===== src/rtl/stack_sequencer.sv =====
// stack_sequencer: walks a push/pop register bitmask one stack slot at a time.
// For every selected slot it issues one word bus cycle and the matching
// register-file access, and it produces the updated SP once the mask is exhausted.
//
// Ports:
//   i_clk, i_reset          clock, synchronous active-high reset
//   i_start, i_pop          begin a sequence (sampled in IDLE only); 0 = push, 1 = pop
//   i_mask, i_sp_in         slot bitmask and entry SP, latched with i_start
//   o_busy, o_done          sequence in progress / one-cycle completion pulse
//   o_sp_out, o_sp_we       final SP, written when o_done
//   o_reg_sel, i_reg_rdata  addressed register slot and its combinational read data
//   o_reg_we, o_reg_wdata   register write strobe and data (pop only)
//   o_bus_req, o_bus_write, o_bus_addr, o_bus_wdata   word bus request
//   i_bus_rdata, i_bus_ack  pop data and bus cycle completion
module stack_sequencer #(
    parameter int                MASK_W    = 16,
    parameter int                SEL_W     = $clog2(MASK_W),
    parameter int                SP_BIT    = 4,
    parameter logic [MASK_W-1:0] SKIP_MASK = 'h0020
) (
    input  logic              i_clk,
    input  logic              i_reset,
    input  logic              i_start,
    input  logic              i_pop,
    input  logic [MASK_W-1:0] i_mask,
    input  logic [15:0]       i_sp_in,
    output logic              o_busy,
    output logic              o_done,
    output logic [15:0]       o_sp_out,
    output logic              o_sp_we,
    output logic [SEL_W-1:0]  o_reg_sel,
    input  logic [15:0]       i_reg_rdata,
    output logic              o_reg_we,
    output logic [15:0]       o_reg_wdata,
    output logic              o_bus_req,
    output logic              o_bus_write,
    output logic [15:0]       o_bus_addr,
    output logic [15:0]       o_bus_wdata,
    input  logic [15:0]       i_bus_rdata,
    input  logic              i_bus_ack
);

    typedef enum logic [1:0] {StIdle, StScan, StBus, StDone} state_e;

    state_e            r_state;
    logic [MASK_W-1:0] r_work;
    logic              r_pop;
    logic [15:0]       r_sp_work;
    logic [15:0]       r_sp_entry;
    logic [SEL_W-1:0]  r_sel;
    logic              r_bus_req;
    logic              r_bus_write;
    logic [15:0]       r_bus_addr;
    logic [15:0]       r_bus_wdata;

    logic [SEL_W-1:0]  w_sel;
    logic [MASK_W-1:0] w_onehot;
    logic              w_is_skip;
    logic              w_work_empty;
    logic              w_rest_empty;
    logic              w_reg_we;
    logic [15:0]       w_sp_inc;
    logic [15:0]       w_sp_dec;

    // Push walks lowest-first, pop highest-first, so a pop unwinds a push in reverse.
    always_comb begin
        w_sel = '0;
        if (r_pop) begin
            for (int i = 0; i < MASK_W; i++) begin
                if (r_work[i]) w_sel = SEL_W'(i);
            end
        end else begin
            for (int i = MASK_W - 1; i >= 0; i--) begin
                if (r_work[i]) w_sel = SEL_W'(i);
            end
        end
    end

    // r_work is unchanged while in BUS, so w_onehot still names the slot in flight.
    assign w_onehot     = {{(MASK_W-1){1'b0}}, 1'b1} << w_sel;
    assign w_is_skip    = |(w_onehot & SKIP_MASK);
    assign w_work_empty = (r_work == '0);
    assign w_rest_empty = ((r_work & ~w_onehot) == '0);
    assign w_sp_inc     = r_sp_work + 16'd2;
    assign w_sp_dec     = r_sp_work - 16'd2;
    assign w_reg_we     = (r_state == StBus) && r_pop && i_bus_ack;

    always_ff @(posedge i_clk) begin
        if (i_reset) begin
            r_state     <= StIdle;
            r_work      <= '0;
            r_pop       <= 1'b0;
            r_sp_work   <= '0;
            r_sp_entry  <= '0;
            r_sel       <= '0;
            r_bus_req   <= 1'b0;
            r_bus_write <= 1'b0;
            r_bus_addr  <= '0;
            r_bus_wdata <= '0;
        end else begin
            case (r_state)
                StIdle: begin
                    if (i_start) begin
                        r_work     <= i_mask;
                        r_pop      <= i_pop;
                        r_sp_work  <= i_sp_in;
                        r_sp_entry <= i_sp_in;
                        r_state    <= StScan;
                    end
                end
                StScan: begin
                    if (w_work_empty) begin
                        r_state <= StDone;
                    end else if (w_is_skip) begin
                        // Skipped slots still occupy stack space on pop, never on push.
                        r_work <= r_work & ~w_onehot;
                        if (r_pop) r_sp_work <= w_sp_inc;
                    end else begin
                        r_sel       <= w_sel;
                        r_bus_req   <= 1'b1;
                        r_bus_write <= ~r_pop;
                        if (r_pop) begin
                            r_bus_addr  <= r_sp_work;
                            r_bus_wdata <= '0;
                        end else begin
                            r_sp_work   <= w_sp_dec;
                            r_bus_addr  <= w_sp_dec;
                            // The SP slot pushes the entry SP, not the live register.
                            r_bus_wdata <= (w_sel == SEL_W'(SP_BIT)) ? r_sp_entry : i_reg_rdata;
                        end
                        r_state <= StBus;
                    end
                end
                StBus: begin
                    if (i_bus_ack) begin
                        if (r_pop) r_sp_work <= w_sp_inc;
                        r_work      <= r_work & ~w_onehot;
                        r_bus_req   <= 1'b0;
                        r_bus_write <= 1'b0;
                        // Nothing left to walk: skip the empty SCAN visit.
                        r_state     <= w_rest_empty ? StDone : StScan;
                    end
                end
                StDone: begin
                    r_state <= StIdle;
                end
                default: r_state <= StIdle;
            endcase
        end
    end

    // reg_sel must be live during SCAN so i_reg_rdata can be captured that cycle.
    assign o_reg_sel   = (r_state == StScan) ? w_sel : r_sel;
    assign o_busy      = (r_state != StIdle);
    assign o_done      = (r_state == StDone);
    assign o_sp_we     = o_done;
    assign o_sp_out    = o_done ? r_sp_work : 16'd0;
    assign o_reg_we    = w_reg_we;
    assign o_reg_wdata = w_reg_we ? i_bus_rdata : 16'd0;
    assign o_bus_req   = r_bus_req;
    assign o_bus_write = r_bus_write;
    assign o_bus_addr  = r_bus_addr;
    assign o_bus_wdata = r_bus_wdata;

endmodule


===== config.mk =====
export PLATFORM = sky130hd
export DESIGN_NAME = stack_sequencer
export DESIGN_NICKNAME = d
export VERILOG_FILES = /design/src/rtl/stack_sequencer.sv
export SDC_FILE = /design/constraint.sdc
export NUM_CORES = 1
export LEC_CHECK = 0
export ABC_AREA = 1
export BUFFER_PORTS_ARGS = -buffer_cell sky130_fd_sc_hd__buf_2
export CAP_MARGIN = 5
export CORE_MARGIN = 3
export CORE_UTILIZATION = 54
export DETAILED_ROUTE_END_ITERATION = 16
export PLACE_DENSITY = 0.9
export SYNTH_ARGS = -nofsm -noshare
export SYNTH_HDL_FRONTEND = slang
export SYNTH_SLANG_ARGS = --single-unit
export TNS_END_PERCENT = 20

===== constraint.sdc =====
create_clock -name i_clk -period 2.8 [get_ports i_clk]
set_input_delay 0.42 -clock i_clk [delete_from_list [all_inputs] [get_ports i_clk]]
set_output_delay 0.42 -clock i_clk [all_outputs]
set_load 0.01 [all_outputs]

# Word level (Yosys, flattened, before mapping)

Index checks and enable logic that the tools add are counted.
Widths: inputs -> output; s select.

RAM bits: 0
Flip-flop bits (word level): 89
Latch bits: 0
Word-level logic and storage cells: 104
Memories: 0
Memory bits (read-only): 0

Shift-type cells: 1
Reduce and logical (&&, ||, !) cells: 14
Mux-type cells: 62
Equality and inequality tests: 10
Bitwise operators: 5
Div/mod/pow operators: 0
$mul: 0
$lt $le $gt $ge: 0
Add/sub/neg operators: 2

Operator list:

| kind                  | count |
|---|---|
| $mux 16               | 14 |
| $mux 4                | 32 |
| $pmux 16 s3           | 2 |
| $logic_not 16->1      | 2 |
| $add 16x2->16 const B | 1 |
| $and 16x16->16        | 1 |
| $not 16->16           | 1 |
| $shl 1x4->16 const A  | 1 |
| $sub 16x2->16 const B | 1 |
| $mux 2                | 5 |
| $ne 2x2->1 const B    | 5 |
| $pmux 2 s4            | 1 |
| $reduce_and 4->1      | 2 |
| $mux 1                | 6 |
| $reduce_and 3->1      | 2 |
| $reduce_and 5->1      | 1 |
| $eq 2x2->1 const B    | 2 |
| $eq 4x3->1 const B    | 1 |
| $pmux 1 s2            | 2 |
| $reduce_bool 2->1     | 2 |
| $ne 3x3->1 const B    | 1 |
| $not 1->1             | 3 |
| $reduce_bool 3->1     | 1 |
| $eq 2x1->1 const B    | 1 |
| 3 further kinds       | 4 |

# Depth between registers and ports, before layout

Depth after elaboration: 24
Depth in mapped cells: 27
Depth with buffers taken out: 26

# Least setup slack after synthesis

Ideal clock, no wire load.

Kind: register to register
Start: register r_work[14]
End: register r_bus_wdata[11] (netlist: o_bus_wdata[11])
Arrival: 1959 ps
Stages on the path, launching flop included: 17
Data required time: 2665 ps
Slack: 706 ps
Library setup time: 135 ps
Cell sequence: dfxtp_1 > nor2_1 > o31ai_1 > nand2_1 > nand2_1 > nand2_1 > nand2_1 > nand3_1 > nand2_2 > inv_4 > nand4_4 > nand2_4 > nor2_8 > inv_4 > buf_4 > a22oi_2 > nor2_2

Longest elaborated chain between the ends: 19
Elaborated cells between the ends (all ways): 26

RTL lines:

| what                                               | RTL line | RTL |
|---|---|---|
| start: declaration                                 | 46       | `logic [MASK_W-1:0] r_work;` |
| start signal: assignment                           | 104      | `r_work <= i_mask;` |
| start signal: assignment                           | 116      | `r_work <= r_work & ~w_onehot;` |
| start signal: assignment                           | 137      | `r_work <= r_work & ~w_onehot;` |
| $mux 4 (15 in series)                              | 74       | `if (r_work[i]) w_sel = SEL_W'(i);` |
| $mux 4                                             | 68       | `if (r_pop) begin` |
| $eq 4x3->1 / $shl 1x4->16 (equally long branches)  | 129, 80  |  |
| $mux 16 / $not 1->1 (equally long branches)        | -        |  |
| $mux 16 / $reduce_and 3->1 (equally long branches) | -        |  |
| end signal: assignment                             | 129      | `r_bus_wdata <= (w_sel == SEL_W'(SP_BIT)) ? r_sp_entry : i_reg_rdata;` |
| end: declaration                                   | 54       | `logic [15:0] r_bus_wdata;` |

Several ways; a longest one is shown, not always the timed one.
A chain may end at the register's enable or synchronous reset.

# Final worst setup path

Start: register r_state[0]
End: output o_reg_wdata[11]

Longest elaborated chain between the ends: 4

RTL lines:

| what                            | RTL line | RTL |
|---|---|---|
| start: declaration              | 45       | `state_e r_state;` |
| start signal: assignment        | 90       | `r_state <= StIdle;` |
| start signal: assignment        | 108      | `r_state <= StScan;` |
| start signal: assignment        | 113      | `r_state <= StDone;` |
| $eq 2x2->1                      | 86       | `assign w_reg_we = (r_state == StBus) && r_pop && i_bus_ack;` |
| $logic_and 1x1->1 (2 in series) | 86       |  |
| $mux 16                         | 159      | `assign o_reg_wdata = w_reg_we ? i_bus_rdata : 16'd0;` |
| end: declaration                | 34       | `output logic [15:0] o_reg_wdata,` |

No other way between the ends.

==> impl_metrics.toml <==
[clock_tree]
cts-buffers-inserted = 9
ctsHoldBuffers = 0
clockBufferDepth = 2
cts_tree = "yes"
insertion_delay_ns = 0.38
clk_pin_slew_ns = 0.10
ctsHtreeMaxLevel = 3
cts.sinks = 89
root_buffer = "clkbuf_8"

[flow_run]
cap_violations = 0

[route]
drt-total-wl_um = 16240
drt-initial-drc-count = 797
ant_nets = 0
viasPerCell = 5.436
vias = 6050
post-route-drc-count = 0
dr.pass1.iters = 5
wl_per_cell_um = 14.59

[place]
gp_congestion = 1.004
port_buffers = 142
hpwl_um = 11690

[global_routing]
grtUsageTotal_pct = 27.39
grt_pass1_vias = 5322
overflow = 0
antenna_found_initial = 0
grt_max_degree = 47
grt_first_pass_wirelength_um = 25540

[worst_setup_path]
ff2ff_path_depth = 11
endpoint_kind = "output pin"
crit_path_start_kind = "register"
r2r_start = "r_pop$_SDFFE_PP0P_"
cp_data_arrival_time_ns = 2.21
startpoint = "r_state[0]$_SDFFE_PP0P_"
required_ns = 2.38
worstSetupPathType = "register to output pin"
crit_path_max_fanout = 16

[worst_hold_path]
hold_path_depth = 3
min_from = "i_mask[9]"
hold_class = "primary input to register"

[logic_synthesis]
ys_seq_area_share_pct = 32.22
avgSynthCellArea_um2 = 6.512
synth.distinct_cells = 39
syn_nets = 925
netlist_area_um2 = 5529
ys_ff_latch = 89
netlist_instances = 849
yosysWarnings = 0

[pwr]
vdd_drop_max_mv = 0.8790
finalPower_uw = 8757
p_leak_uw = 0.003294
p_per_area_nw_per_um2 = 1326

[timing]
setup_violations = 0
skew_ns = 0.01132
timing.setup.tns_ns = 0
layout_min_cycle_time_ns = 2.633
rsz0062_at_grt = "true"
post-route-period-util_pct = 94.03
drv_slew = 0
max_freq_mhz = 379.8
tightest_slew_ns = 0.7614
slew-limit-headroom_pct = 49.18
hold_viol_final = 0

[floorplan]
io_pins = 143
die_h_um = 107.2
die_area_um2 = 11490
num_rows = 36
coreArea_um2 = 9864
start_util_pct = 56.05
die_x_um = 107.2

[layout]
mostFrequentLayoutCells = "nand2_1, buf_2, inv_1, a21oi_1, dfxtp_1"
drive_gt1_share_pct = 25.00
layout.nets = 1051
layout_commonest_cell = "nand2_1"
area_delta_synth_final_pct = 19.42
n_antenna_cell = 0

[status]
status = "complete, no violations"
-- critical path: stages, from the launching register on --
cell and delay [ns]:
dfxtp_1 0.37, inv_1 0.14, ha_1 0.25, inv_1 0.26, nor3_2 0.35, inv_2 0.19, nor2_1 0.13, buf_2 0.14
-- cell families after synthesis --
family	share of synthesized area, %
flip-flops	32.22
XOR/XNOR	3.485
buffers and inverters	11.77
AO/OA/AOI/OAI	20.50
AND/OR/NAND/NOR	30.23
adder cells (fa/ha/maj)	1.584
multiplexers	0.2037
-- what timing repair did --
item,4_1_cts,5_1_grt
pin swaps,0,3
setup endpoints to repair,16,42
resized for setup,1,19
setup buffers,0,7
gates cloned,0,1
-- per-stage QoR --
stage                     hold slack (ns)  instances  area [um^2]  setup slack [ns]  utilization, %
after CTS                          0.3056       1105         6479           0.04156           65.68
after global routing               0.3128       1113         6603          -0.02582           66.93
after detailed placement           0.4406       1089         6279            0.2513           63.65
after floorplan                    0.4245        849         5529            0.7062               -
final                              0.3069       1113         6603            0.1673           66.93
after global placement             0.4366       1089         6279            0.3338           63.65
-- Yosys cell counts (all sizes together) --
cell type  number  area [um^2]
a21oi          94        481.7
xor2           22        192.7
buf            22        135.1
nand4          13        96.34
a211oi          2        15.01
o211ai          1        12.51
nor3            7        40.04
o211a           4        40.04
nor2           98        450.4
mux2            1        11.26
clkbuf         28        105.1
a22oi          16        170.2
nand2         208        823.3
or2             2        12.51
ha              7        87.58
a31o            1        8.760
inv           108        410.4
o21ai          78        390.4
o31ai           2        15.01
dfxtp          89         1782
nand3          41        217.7
nor4            5        31.28
-- area by class of cell --
class	instances	area, um^2
clock buffer	9	123.9
tap	133	166.4
timing repair buffer	164	888.4
timing repair inverter	1	7.507
multi-input combinational	602	3138
sequential	89	1788
fill	883	3262
inverter	108	419.2
clock inverter	7	71.32
-- layer usage --
layer  GRT usage (%)  wire length [um]  vias to the layer above
met3           4.455              1508                       34
li1                -                 -                     2982
met2           44.01              7362                      318
met4           10.23               473                        0
met5               0                 0                        -
met1           36.94              6899                     2716
-- worst paths after layout --
| path | slack [ns] | endpoint |
|---|---|---|
| min reg2reg | 0.46 | r_sel[0]$_SDFFE_PP0P_ |
| min | 0.31 | r_work[9]$_SDFFE_PP0P_ |
| max reg2reg | 0.18 | r_work[5]$_SDFFE_PP0P_ |
| max | 0.17 | o_reg_wdata[11] |
-- sequential cells by signal, indices dropped and copies added, names as in the netlist, 2 cells and up --
register and cells:
r_sp_work 16, r_state 2, o_bus_wdata 16, r_sp_entry 16, o_bus_addr 16, r_work 16
r_sel 4
-- where the power goes --
| part | leakage, uW | switching (uW) | internal [uW] |
|---|---|---|---|
| clock | 0.0000931 | 550 | 349 |
| sequential | 0.000734 | 474 | 1760 |
| combinational | 0.00247 | 3730 | 1890 |
| total | 0.00329 | 4750 | 4010 |
(Power assumes the default switching activity.)
